<file path="src/rtl/srm_pkg.sv">
// Shared definitions for the Simple RISC Machine datapath.
// Provides the data width and register count, and the encodings of the
// write-back select, B-operand shifter and ALU operation controls, plus the
// packed layout of the status register.
package srm_pkg;

    localparam int unsigned DATA_W = 16;
    localparam int unsigned NREGS  = 8;
    localparam int unsigned ADDR_W = 3;

    // Write-back source select (vsel)
    typedef enum logic [1:0] {
        VSEL_C     = 2'b00,
        VSEL_PC    = 2'b01,
        VSEL_IMM8  = 2'b10,
        VSEL_MDATA = 2'b11
    } vsel_e;

    // Shifter operation on the B operand (shift)
    typedef enum logic [1:0] {
        SH_PASS = 2'b00,
        SH_LSL  = 2'b01,
        SH_LSR  = 2'b10,
        SH_ASR  = 2'b11
    } shift_e;

    // ALU operation (ALUop)
    typedef enum logic [1:0] {
        ALU_ADD = 2'b00,
        ALU_SUB = 2'b01,
        ALU_AND = 2'b10,
        ALU_NOT = 2'b11
    } alu_e;

    typedef struct packed {
        logic z;
        logic n;
        logic v;
    } status_t;

endpackage

</file>
<file path="src/rtl/srm_regfile.sv">
// 8 x 16-bit register file for the SRM datapath.
// Ports:
//   clk, rst_n   - clock, asynchronous active-low clear of all registers
//   write        - write enable; writenum selects the target register
//   data_in      - write data, captured on clk rise
//   readnum      - combinational read index
//   data_out     - R[readnum]; a write becomes visible after its edge
module srm_regfile
    import srm_pkg::*;
(
    input  logic              clk,
    input  logic              rst_n,
    input  logic              write,
    input  logic [ADDR_W-1:0] writenum,
    input  logic [DATA_W-1:0] data_in,
    input  logic [ADDR_W-1:0] readnum,
    output logic [DATA_W-1:0] data_out
);

    logic [DATA_W-1:0] regs [NREGS];

    always_ff @(posedge clk or negedge rst_n) begin
        if (!rst_n) begin
            for (int unsigned i = 0; i < NREGS; i++) begin
                regs[i] <= '0;
            end
        end else if (write) begin
            regs[writenum] <= data_in;
        end
    end

    assign data_out = regs[readnum];

endmodule

</file>
<file path="src/rtl/srm_datapath.sv">
// Simple RISC Machine datapath.
// Register file -> A/B operand registers -> B shifter -> ALU -> C and
// status {Z,N,V}; C feeds back through the write-back mux.
// Ports:
//   clk, rst_n          - clock, asynchronous active-low reset of all state
//   mdata, sximm8, PC   - write-back sources (PC zero-extended)
//   sximm5              - alternate ALU B input
//   write, vsel         - register-file write enable and write-back select
//   writenum, readnum   - register-file write / read indices
//   loada, loadb        - operand register load enables
//   asel, bsel          - ALU A forced to 0 / ALU B from sximm5
//   shift, ALUop        - shifter and ALU operation
//   loadc, loads        - result and status load enables
//   datapath_out        - C register
//   Z, N, V             - status register
module srm_datapath
    import srm_pkg::*;
(
    input  logic              clk,
    input  logic              rst_n,
    input  logic [DATA_W-1:0] mdata,
    input  logic [DATA_W-1:0] sximm8,
    input  logic [DATA_W-1:0] sximm5,
    input  logic [7:0]        PC,
    input  logic              write,
    input  logic [1:0]        vsel,
    input  logic [ADDR_W-1:0] writenum,
    input  logic [ADDR_W-1:0] readnum,
    input  logic              loada,
    input  logic              loadb,
    input  logic              asel,
    input  logic              bsel,
    input  logic [1:0]        shift,
    input  logic [1:0]        ALUop,
    input  logic              loadc,
    input  logic              loads,
    output logic [DATA_W-1:0] datapath_out,
    output logic              Z,
    output logic              N,
    output logic              V
);

    logic [DATA_W-1:0] wb_data;
    logic [DATA_W-1:0] rd_data;
    logic [DATA_W-1:0] a_reg;
    logic [DATA_W-1:0] b_reg;
    logic [DATA_W-1:0] c_reg;
    logic [DATA_W-1:0] b_shifted;
    logic [DATA_W-1:0] ain;
    logic [DATA_W-1:0] bin;
    logic [DATA_W-1:0] alu_result;
    logic              alu_v;
    status_t           status_q;
    status_t           status_d;

    // Write-back mux; VSEL_C uses the registered C, so a same-edge loadc
    // writes the previous result.
    always_comb begin
        wb_data = c_reg;
        case (vsel_e'(vsel))
            VSEL_C:     wb_data = c_reg;
            VSEL_PC:    wb_data = {{(DATA_W-8){1'b0}}, PC};
            VSEL_IMM8:  wb_data = sximm8;
            VSEL_MDATA: wb_data = mdata;
            default:    wb_data = c_reg;
        endcase
    end

    srm_regfile u_regfile (
        .clk      (clk),
        .rst_n    (rst_n),
        .write    (write),
        .writenum (writenum),
        .data_in  (wb_data),
        .readnum  (readnum),
        .data_out (rd_data)
    );

    always_ff @(posedge clk or negedge rst_n) begin
        if (!rst_n) begin
            a_reg <= '0;
            b_reg <= '0;
        end else begin
            if (loada) a_reg <= rd_data;
            if (loadb) b_reg <= rd_data;
        end
    end

    always_comb begin
        b_shifted = b_reg;
        case (shift_e'(shift))
            SH_PASS: b_shifted = b_reg;
            SH_LSL:  b_shifted = {b_reg[DATA_W-2:0], 1'b0};
            SH_LSR:  b_shifted = {1'b0, b_reg[DATA_W-1:1]};
            SH_ASR:  b_shifted = {b_reg[DATA_W-1], b_reg[DATA_W-1:1]};
            default: b_shifted = b_reg;
        endcase
    end

    assign ain = asel ? '0 : a_reg;
    assign bin = bsel ? sximm5 : b_shifted;

    // Overflow: add overflows when both operands share a sign the result
    // lacks; subtract when operand signs differ and the result sign leaves Ain's.
    always_comb begin
        alu_result = '0;
        alu_v      = 1'b0;
        case (alu_e'(ALUop))
            ALU_ADD: begin
                alu_result = ain + bin;
                alu_v = (ain[DATA_W-1] == bin[DATA_W-1]) &&
                        (alu_result[DATA_W-1] != ain[DATA_W-1]);
            end
            ALU_SUB: begin
                alu_result = ain - bin;
                alu_v = (ain[DATA_W-1] != bin[DATA_W-1]) &&
                        (alu_result[DATA_W-1] != ain[DATA_W-1]);
            end
            ALU_AND: alu_result = ain & bin;
            ALU_NOT: alu_result = ~bin;
            default: alu_result = '0;
        endcase
    end

    always_comb begin
        status_d.z = (alu_result == '0);
        status_d.n = alu_result[DATA_W-1];
        status_d.v = alu_v;
    end

    always_ff @(posedge clk or negedge rst_n) begin
        if (!rst_n) begin
            c_reg    <= '0;
            status_q <= '0;
        end else begin
            if (loadc) c_reg    <= alu_result;
            if (loads) status_q <= status_d;
        end
    end

    assign datapath_out = c_reg;
    assign Z = status_q.z;
    assign N = status_q.n;
    assign V = status_q.v;

endmodule

</file>
<file path="config.mk">
export PLATFORM = sky130hd
export DESIGN_NAME = srm_datapath
export DESIGN_NICKNAME = d
export VERILOG_FILES = /design/src/rtl/srm_pkg.sv /design/src/rtl/srm_regfile.sv /design/src/rtl/srm_datapath.sv
export SDC_FILE = /design/constraint.sdc
export NUM_CORES = 1
export LEC_CHECK = 0
export CELL_PAD_IN_SITES_DETAIL_PLACEMENT = 1
export CELL_PAD_IN_SITES_GLOBAL_PLACEMENT = 1
export CORE_UTILIZATION = 46
export CTS_CLUSTER_DIAMETER = 50
export CTS_CLUSTER_SIZE = 40
export DETAILED_ROUTE_END_ITERATION = 8
export GPL_TIMING_DRIVEN = 0
export MAX_ROUTING_LAYER = met4
export PLACE_DENSITY = 0.78
export SYNTH_ARGS = -nofsm -noshare
export SYNTH_HDL_FRONTEND = slang
export SYNTH_SLANG_ARGS = --single-unit
</file>
<file path="constraint.sdc">
create_clock -name clk -period 4.1 [get_ports clk]
set_input_delay 1.025 -clock clk [delete_from_list [all_inputs] [get_ports clk]]
set_output_delay 1.025 -clock clk [all_outputs]
set_load 0.01 [all_outputs]
</file>
==> results of run 1 <==
[final cells by class]
class	instances	area [sq um]	share of cell area [%]
Inverter	34	132.6	1.031
Clock inverter	11	151.4	1.177
Sequential cell	179	4479	34.82
Tap cell	280	350.3	2.723
Buffer	66	347.8	2.704
Multi-Input combinational cell	717	5851	45.48
Clock buffer	20	456.7	3.550
Timing Repair Buffer	114	1095	8.511
[logic make-up after synthesis]
kind of cell / Yosys count / share of synthesized area (%)
AOI/OAI and AO/OA: 228 / 13.51
xor gates and xnor gates: 10 / 0.8368
adders and majority gates: 35 / 4.328
buffers and inverters: 101 / 3.921
DFF: 179 / 42.80
muxes: 169 / 22.24
and+or+nand+nor: 275 / 12.37
[layout by cell type (no fill, tap or decap), types with 22 or more instances in the layout]
cell             Yosys  final
a21oi_1             97     94
buf_4                0     31
clkbuf_1            47     43
clkdlybuf4s50_1      0     81
dfrtp_1            179    179
ha_1                33     27
inv_1               32     29
mux2_2              88     86
mux2i_1             39     37
mux4_2              42     42
nand2_1             75     75
nor2_1              96     96
nor2b_1             26     22
o21ai_0             53     47
[where the power goes]
part	switching [mW]	internal (mW)	leakage, nW
Sequential	0.314	2.22	2.14
Clock	0.700	0.992	0.285
Combinational	1.16	1.11	3.04
Total	2.17	4.32	5.47
[Yosys cell counts, types with 2 or more instances]
| master | n |
|---|---|
| dfrtp_1 | 179 |
| a21oi_1 | 97 |
| nor2_1 | 96 |
| mux2_2 | 88 |
| nand2_1 | 75 |
| o21ai_0 | 53 |
| clkbuf_1 | 47 |
| mux4_2 | 42 |
| mux2i_1 | 39 |
| ha_1 | 33 |
| inv_1 | 32 |
| nor2b_1 | 26 |
| nor3_1 | 15 |
| nand2b_1 | 13 |
| buf_2 | 12 |
| a22oi_1 | 11 |
| xnor2_1 | 10 |
| a21o_1 | 8 |
| nand3_1 | 8 |
| a211oi_1 | 7 |
| nand4_1 | 7 |
| o211ai_1 | 7 |
| a31oi_1 | 6 |
| nor4_1 | 6 |
| buf_1 | 5 |
| nor3b_1 | 5 |
| o21bai_1 | 5 |
| and3_1 | 4 |
| nand4b_1 | 4 |
| or3_1 | 4 |
| a211o_1 | 3 |
| a221o_1 | 3 |
| or2_2 | 3 |
| a2111o_1 | 2 |
| a311oi_1 | 2 |
| and2_1 | 2 |
| buf_6 | 2 |
| fa_1 | 2 |
| o211a_1 | 2 |
| o22a_1 | 2 |
| o311ai_0 | 2 |
| or4_1 | 2 |
[how the worst max path moves through the flow]
| stage | startpoint | slack (ns) | cells after the start | end |
|---|---|---|---|---|
| global placement | rst_n | -5.43 | 1 | V |
| floorplan | shift[0] | 0.02 | 15 | Z |
| global route | shift[0] | -0.08 | 16 | Z |
| detailed placement | bsel | -1.32 | 15 | Z |
| finish | shift[0] | 0.01 | 15 | Z |
| CTS | shift[0] | 0.004 | 16 | Z |
[metrics by stage]
step                setup slack [ns]  cells
finish                       0.01377   1421
global route                -0.07750   1421
CTS                         0.004170   1408
detailed placement            -1.318   1363
global placement              -5.425   1362
floorplan                    0.02230    997
[tightest hold or removal path: stages, from the launching register on]
cell and delay (ns):
dfrtp_1 0.34, nand2_1 0.05, o21ai_0 0.06
[layer usage]
layer	global-route usage (%)	wire length (um)
met4	8.802	909
met3	3.601	915
met2	52.80	17680
met5	-	0
met1	35.21	13400
[timing repair]
item                                    4_1_cts  5_1_grt
endpoints found under the setup margin       13        5
pin swaps                                    21       24
buffers inserted                             15       12
hold buffers                                  0        0
gates resized for setup                      64       37
cloned                                        0        1
==> impl_metrics.env, run 1 <==
export IMPL_post_drt_via_cell_ratio=5.906
export IMPL_drv_cap=0
export IMPL_tightest_slew_ns=1.196
export IMPL_yosys_most_used_dff="dfrtp_1"
export IMPL_cp_max_fo=9
export IMPL_finalSetupViolCount=0
export IMPL_synthToLayoutAreaGrowth_pct=22.91
export IMPL_critPathLaunchType="input pin"
export IMPL_slowest_delay_ns=0.39
export IMPL_path_cells="buf_12 > mux2_2 > o211ai_1 > nand2_1 > ha_4 > buf_6 > o211a_1 > a2111oi_4 > nor2_2 > nor4_1 > or4_4 > nand4_1 > nor4_2 > nand4_1 > o31ai_2"
export IMPL_synth_top_cell_area_share_pct=42.80
export IMPL_min_path_cells=2
export IMPL_status="finished, final reports clean"
export IMPL_drt_iter0_markers=393
export IMPL_power_density_nw_per_um2=504.8
export IMPL_drive_gt1_share_pct=23.58
export IMPL_critPathArrivalTime_ns=4.42
export IMPL_fp_dieH_um=152.8
export IMPL_finClkSkew_ns=0.008420
export IMPL_vdd_drop_max_mv=0.2952
export IMPL_slew_headroom_pct=19.63
export IMPL_hold_path_end="u_regfile.regs[28]"
export IMPL_core_region_area_sq_um=22090
export IMPL_first_global_vias=9078
export IMPL_crit_family="simple AND/OR/NAND/NOR gates"
export IMPL_min_from="u_regfile.regs[28]"
export IMPL_hpwl_mm=23.99
export IMPL_grt_pass1_wl_mm=51.56
export IMPL_ys_ff_latch=179
export IMPL_yosysTopAreaCell="dfrtp_1"
export IMPL_detail_route_antenna_nets=0
export IMPL_drc=0
export IMPL_dr_pass1_iters=5
export IMPL_leakage_nw=5.470
export IMPL_grt_usage_pct=29.67
export IMPL_initial_core_util_pct=47.37
export IMPL_critPathMostFrequentCell="nand4_1"
export IMPL_rows=54
export IMPL_path_clk_slew_ns=0.06
export IMPL_placedInstanceArea_sq_um=11720
export IMPL_clock_latency_ns=0.43
export IMPL_ys_types=68
export IMPL_yosys_warnings=0
export IMPL_slew_violations=0
export IMPL_grt_ovfl_total=0
export IMPL_end_kind="flop"
export IMPL_largest_reg_flops=128
export IMPL_avgSynthCellArea_sq_um=10.50
export IMPL_hold_slack_ns=0.4793
export IMPL_clock_sinks=179
export IMPL_r2r_slack_ns=0.36
export IMPL_die_w_um=152.8
export IMPL_cts_buffer_depth=2
export IMPL_place_congestion=0.9133
export IMPL_regMostFlops="u_regfile.regs"
export IMPL_tritoncts="done"
export IMPL_cts_root_buf="clkbuf_16"
export IMPL_total_power_mw=6.494
export IMPL_required_ns=4.44
export IMPL_die_area_sq_um=23360
export IMPL_clock_fmax_mhz=244.7
export IMPL_fin_util_pct=58.22
export IMPL_totalWireLength_mm=32.90
export IMPL_r2r_cells=14
export IMPL_synth_edf_count=0
export IMPL_timing_rr_start="b_reg[1]"
export IMPL_fillers=2336
export IMPL_numPortBuffers=85
export IMPL_antenna_found_initial=0
export IMPL_hold_viol=0
export IMPL_crit_buf_inv=2
export IMPL_diodes=0
export IMPL_wl_per_cell_um=23.15
export IMPL_hp_class="reg2reg"
export IMPL_netlist_top_cells_area="dfrtp_1 (43%), mux2_2 (9.5%), mux4_2 (9.0%)"
export IMPL_period_share_pct=99.66
export IMPL_fin_nets=1241
export IMPL_grt_max_degree=97
export IMPL_fin_area_sq_um=12860
export IMPL_vias=8393
export IMPL_syn_area_sq_um=10470
export IMPL_async_flop_share_pct=100.0
export IMPL_crit_slowest_cell="a2111oi_4"
export IMPL_ys_seq_area_share_pct=42.80
export IMPL_fin_tns_setup_ns=0
export IMPL_numCtsBuffers=17
export IMPL_layout_min_cycle_time_ns=4.086
export IMPL_ios=96
export IMPL_htree_num_levels=4
export IMPL_synthCells=997
export IMPL_critPathKind="in2reg"
export IMPL_syn_nets=1109
export IMPL_r2r_end="Z"
No activity file was read; power rests on OpenSTA's default activity.
==> run 2: changes to the inputs <==
--- a/config.mk
+++ b/config.mk
@@ -5,9 +5,7 @@
 export SDC_FILE = /design/constraint.sdc
 export NUM_CORES = 1
 export LEC_CHECK = 0
-export CELL_PAD_IN_SITES_DETAIL_PLACEMENT = 1
-export CELL_PAD_IN_SITES_GLOBAL_PLACEMENT = 1
-export CORE_UTILIZATION = 46
+export CORE_UTILIZATION = 58
 export CTS_CLUSTER_DIAMETER = 50
 export CTS_CLUSTER_SIZE = 40
 export DETAILED_ROUTE_END_ITERATION = 8
==> run 2 against run 1 <==
Final cell count is 5.2% lower. Non-clock buffer count decreased by 20. Largest cell class unchanged. Clock power down 2%. Combinational power fell by 7%. Register-to-register slack better by 0.04 ns. Clock-buffer cell count is 2 lower. Setup slack improved by 0.023 ns. Global-route usage up 3.8 points.
==> impl_metrics.env, run 2 (synthesized netlist as in run 1, its figures left out) <==
export IMPL_status="finished, final reports clean"
export IMPL_hold_viol=0
export IMPL_critPathLaunchType="input pin"
export IMPL_slew_violations=0
export IMPL_dr_pass1_iters=5
export IMPL_cp_max_fo=9
export IMPL_grt_ovfl_total=0
export IMPL_clock_latency_ns=0.44
export IMPL_rsz0062_at_grt="true"
export IMPL_vias=8468
export IMPL_hpwl_mm=21.13
export IMPL_layout_min_cycle_time_ns=4.064
export IMPL_drc=0
export IMPL_crit_family="simple AND/OR/NAND/NOR gates"
export IMPL_clock_fmax_mhz=246.1
export IMPL_htree_num_levels=4
export IMPL_critPathArrivalTime_ns=4.38
export IMPL_clock_sinks=179
export IMPL_drv_cap=0
export IMPL_leakage_nw=5.345
export IMPL_grt_usage_pct=33.51
export IMPL_cts_buffer_depth=2
export IMPL_antenna_found_initial=0
export IMPL_first_global_vias=8484
export IMPL_post_drt_via_cell_ratio=6.287
export IMPL_finClkSkew_ns=0.008008
export IMPL_hp_class="reg2reg"
export IMPL_met2_length_mm=14.92
export IMPL_die_w_um=136.3
export IMPL_power_density_nw_per_um2=500.9
export IMPL_tightest_slew_ns=1.253
export IMPL_critPathKind="in2reg"
export IMPL_fin_cells=1347
export IMPL_grt_max_degree=105
export IMPL_totalWireLength_mm=28.94
export IMPL_end_kind="flop"
export IMPL_hold_slack_ns=0.4817
export IMPL_final_common_cell="dfrtp_1"
export IMPL_ios=96
export IMPL_path_clk_slew_ns=0.06
export IMPL_tritoncts="done"
export IMPL_crit_slowest_cell="or4_4"
export IMPL_slowest_delay_ns=0.56
export IMPL_required_ns=4.41
export IMPL_crit_buf_inv=2
export IMPL_wl_met1_mm=11.59
export IMPL_core_region_area_sq_um=17480
export IMPL_finalSetupViolCount=0
export IMPL_die_area_sq_um=18590
export IMPL_path_cells="buf_6 > mux2_2 > o211ai_1 > nand2_1 > ha_4 > buf_6 > o211a_1 > a2111oi_4 > nor2_2 > and3_1 > or4_4 > nand4_1 > nor4_4 > nand4_1 > o31ai_2"
export IMPL_seqCellArea_sq_um=4479
export IMPL_numPortBuffers=85
export IMPL_wl_met3_mm=1.286
export IMPL_regMostFlops="u_regfile.regs"
export IMPL_diodes=0
export IMPL_place_congestion=0.9396
export IMPL_fillers=1257
export IMPL_multi_input_comb_area_sq_um=5806
export IMPL_rows=48
export IMPL_period_share_pct=99.11
export IMPL_topRoutingLayerUsed="met4"
export IMPL_numCtsBuffers=17
export IMPL_slew_headroom_pct=16.31
export IMPL_fp_dieH_um=136.3
export IMPL_wl_per_cell_um=21.48
export IMPL_vdd_drop_max_mv=0.4694
export IMPL_cts_root_buf="clkbuf_16"
export IMPL_drt_iter0_markers=532
export IMPL_fin_nets=1221
export IMPL_initial_core_util_pct=59.89
export IMPL_postCtsHoldBufs=0
export IMPL_largest_reg_flops=128
export IMPL_drive_gt1_share_pct=21.57
export IMPL_layout_common_cells="dfrtp_1 (179), nor2_1 (96), a21oi_1 (95)"
export IMPL_detail_route_antenna_nets=0
export IMPL_dp_cells=1308
export IMPL_synthToLayoutAreaGrowth_pct=19.77
export IMPL_grt_pass1_wl_mm=45.29
## run 2: area by class of cell
cell class                      count  area share [%]
Multi-Input combinational cell    717           46.31
Sequential cell                   179           35.73
Timing Repair Buffer               94           7.406
Clock buffer                       18           3.423
Buffer                             66           2.535
Tap cell                          225           2.246
Clock inverter                     14           1.288
Inverter                           34           1.058
## run 2: timing repair
action | in CTS | in global routing
setup endpoints to repair | 12 | 5
gates resized for setup | 39 | 36
buffers inserted | 2 | 6
pin swaps | 7 | 17
## run 2: stage by stage
step	power, mW	TNS, ns	setup slack [ns]	utilization (%)	instance area [sq um]
2_1_floorplan	3.806	0	0.02230	-	10490
3_3_place_gp	4.381	-938.33	-5.203	66.49	11620
3_5_place_dp	4.465	-10.16	-1.156	66.68	11650
4_1_cts	6.176	0	0.0001390	70.85	12380
5_1_grt	6.582	-0.07271	-0.04840	71.73	12540
6_report	6.279	0	0.03631	71.73	12540
## run 2: routing by layer
metal / vias to the layer above / track usage (%)
li1: 3835 / -
met1: 4282 / 40.28
met2: 278 / 55.98
met3: 73 / 4.959
met4: 0 / 15.00
met5: - / -
## run 2: worst reg2reg max path, stage by stage, from the launching register on
cell,delay [ns]
dfrtp_1,0.42
mux2_2,0.27
o211ai_1,0.25
nand2_1,0.17
ha_4,0.25
buf_6,0.14
o211a_1,0.25
a2111oi_4,0.49
nor2_2,0.11
and3_1,0.19
or4_4,0.56
nand4_1,0.24
nor4_4,0.07
nand4_1,0.13
o31ai_2,0.07
## run 2: path summary, 6_finish.rpt
path	start	endpoint	slack, ns	cells after the start
max	shift[0]	Z	0.04	15
max reg2reg	b_reg[2]	Z	0.40	14
max in group asynchronous	rst_n	datapath_out[12]	2.67	2
min reg2reg	u_regfile.regs[12]	u_regfile.regs[12]	0.48	2
min	u_regfile.regs[12]	u_regfile.regs[12]	0.48	2
min in group asynchronous	rst_n	u_regfile.regs[81]	0.55	1
## run 2: where the power goes
part	internal, mW	total, mW	switching, mW	leakage [nW]
Combinational	1.04	2.12	1.08	2.91
Clock	0.956	1.65	0.692	0.290
Sequential	2.22	2.51	0.293	2.14
Total	4.21	6.28	2.07	5.35
==> run 3: changes to the inputs <==
--- a/config.mk
+++ b/config.mk
@@ -5,13 +5,13 @@
 export SDC_FILE = /design/constraint.sdc
 export NUM_CORES = 1
 export LEC_CHECK = 0
-export CORE_UTILIZATION = 58
+export CORE_UTILIZATION = 50
 export CTS_CLUSTER_DIAMETER = 50
 export CTS_CLUSTER_SIZE = 40
 export DETAILED_ROUTE_END_ITERATION = 8
 export GPL_TIMING_DRIVEN = 0
 export MAX_ROUTING_LAYER = met4
-export PLACE_DENSITY = 0.78
+export PLACE_DENSITY = 0.69
 export SYNTH_ARGS = -nofsm -noshare
 export SYNTH_HDL_FRONTEND = slang
 export SYNTH_SLANG_ARGS = --single-unit
==> run 3 against run 2 <==
Via count decreased by 1.9%. Largest power group unchanged. Wire length shrank 0.44%. Global-route usage down 5.2 points. Hold slack lost 0.0035 ns. Design area increased by 1.8%. Utilization shrank 9.0 points. Final cell count up 4.6%. Die area grew 16%. Highest routed layer unchanged.
==> impl_metrics.env, run 3 (synthesized netlist as in run 1, its figures left out) <==
export IMPL_slew_headroom_pct=28.04
export IMPL_multi_input_comb_area_sq_um=5831
export IMPL_swShare_pct=32.94
export IMPL_leakage_nw=5.451
export IMPL_fin_util_pct=62.69
export IMPL_total_power_mw=6.207
export IMPL_seqCellArea_sq_um=4479
export IMPL_initial_core_util_pct=51.39
export IMPL_cp_max_fo=7
export IMPL_critPathLaunchType="input pin"
export IMPL_drive_gt1_share_pct=22.74
export IMPL_pwr_share_seq_pct=40.1
export IMPL_htree_num_levels=4
export IMPL_status="finished, final reports clean"
export IMPL_vdd_drop_max_mv=0.3104
export IMPL_clock_fmax_mhz=246.1
export IMPL_core_region_area_sq_um=20360
export IMPL_totalWireLength_mm=28.81
export IMPL_cts_root_buf="clkbuf_16"
export IMPL_final_common_cell="dfrtp_1"
export IMPL_power_switching_mw=2.045
export IMPL_diodes=0
export IMPL_critPathArrivalTime_ns=4.41
export IMPL_grt_ovfl_total=0
export IMPL_synthToLayoutAreaGrowth_pct=21.98
export IMPL_grt_pass1_wl_mm=45.25
export IMPL_clock_latency_ns=0.43
export IMPL_first_global_vias=8317
export IMPL_largest_reg_flops=128
export IMPL_cts_buffer_depth=2
export IMPL_fillers=1668
export IMPL_path_clk_slew_ns=0.07
export IMPL_wl_per_cell_um=20.45
export IMPL_dp_slack_ns=-1.319
export IMPL_grt_usage_pct=28.32
export IMPL_postCtsHoldBufs=0
export IMPL_p_comb_share_pct=35.2
export IMPL_grt_max_degree=116
export IMPL_hold_slack_ns=0.4782
export IMPL_layout_min_cycle_time_ns=4.063
export IMPL_die_w_um=146.7
export IMPL_end_kind="flop"
export IMPL_finClkSkew_ns=0.008445
export IMPL_hold_viol=0
export IMPL_die_area_sq_um=21520
export IMPL_regMostFlops="u_regfile.regs"
export IMPL_clock_sinks=179
export IMPL_drv_cap=0
export IMPL_place_congestion=0.9322
export IMPL_slew_violations=0
export IMPL_ios=96
export IMPL_setup_slack_ns=0.03691
export IMPL_power_density_nw_per_um2=486.2
export IMPL_fin_nets=1239
export IMPL_fp_dieH_um=146.7
export IMPL_hpwl_mm=21.33
export IMPL_hp_class="reg2reg"
export IMPL_numCtsBuffers=17
export IMPL_antenna_found_initial=0
export IMPL_post_drt_via_cell_ratio=5.899
export IMPL_critPathKind="in2reg"
export IMPL_drt_iter0_markers=445
export IMPL_period_share_pct=99.10
export IMPL_layout_common_cells="dfrtp_1 (179), nor2_1 (96), a21oi_1 (94)"
export IMPL_drc=0
export IMPL_vias=8311
export IMPL_required_ns=4.44
export IMPL_dr_pass1_iters=5
export IMPL_rsz0062_at_grt="true"
export IMPL_finalSetupViolCount=0
export IMPL_rows=52
export IMPL_tritoncts="done"
export IMPL_clockPowerShare_pct=24.7
export IMPL_p_int_mw=4.163
export IMPL_tightest_slew_ns=1.071
export IMPL_detail_route_antenna_nets=0
export IMPL_numPortBuffers=85
[run 3: worst paths after layout]
| kind | end | from | slack (ns) | cells past startpoint |
|---|---|---|---|---|
| worst min-delay path | u_regfile.regs[13] | u_regfile.regs[13] | 0.48 | 2 |
| worst max-delay path | Z | shift[0] | 0.04 | 16 |
| max in group asynchronous | a_reg[2] | rst_n | 2.65 | 2 |
| worst min register to register | u_regfile.regs[13] | u_regfile.regs[13] | 0.48 | 2 |
| min in group asynchronous | u_regfile.regs[14] | rst_n | 0.54 | 1 |
| worst max register to register | Z | b_reg[2] | 0.35 | 15 |
[run 3: worst max-delay path: stages]
cell       delay (ns)
buf_12           0.11
mux2_4           0.29
o211ai_1         0.28
nand2_1          0.13
ha_1             0.31
buf_6            0.14
o211a_4          0.26
a2111oi_4        0.44
buf_4            0.21
nor4_4           0.04
o311ai_2         0.28
o211ai_1         0.15
xnor2_1          0.17
a21oi_2          0.17
nand4_1          0.14
o31ai_2          0.25
[run 3: power groups by stage]
stage          Sequential (mW)  Clock (mW)  Combinational (mW)
2_1_floorplan             2.44           0                1.37
5_1_grt                   2.54        1.63                2.37
6_report                  2.49        1.53                2.18
4_1_cts                   2.48        1.56                2.02
3_3_place_gp              2.49           0                1.91
3_5_place_dp              2.51           0                1.95
[run 3: area by class of cell]
cell class	count	share of cell area [%]
buffer	66	2.715
clock buffer	19	3.469
clock inverter	12	0.8428
inverter	34	1.039
multi-input combinational	717	45.67
sequential	179	35.08
tap	270	2.646
timing repair buffer	112	8.536
[run 3: through the flow]
| stage | TNS, ns | instances | cell area [sq um] |
|---|---|---|---|
| after floorplan | 0 | 997 | 10490 |
| after global placement | -968.37 | 1352 | 11680 |
| after detailed placement | -11.39 | 1353 | 11710 |
| after CTS | 0 | 1388 | 12410 |
| after global routing | -0.1300 | 1409 | 12770 |
| final | 0 | 1409 | 12770 |
[run 3: what timing repair did]
item | in CTS | in global routing
cloned | 0 | 1
setup endpoints to repair | 13 | 4
buffers inserted | 5 | 20
gates resized for setup | 39 | 53
pin swaps | 12 | 37
[run 3: routing by layer]
layer	vias up	global-route usage, %	share of wire [%]
met5	-	-	0
met4	0	11.67	3.4
met3	63	4.188	3.8
met2	228	46.33	50
met1	4162	35.21	43
li1	3858	-	-
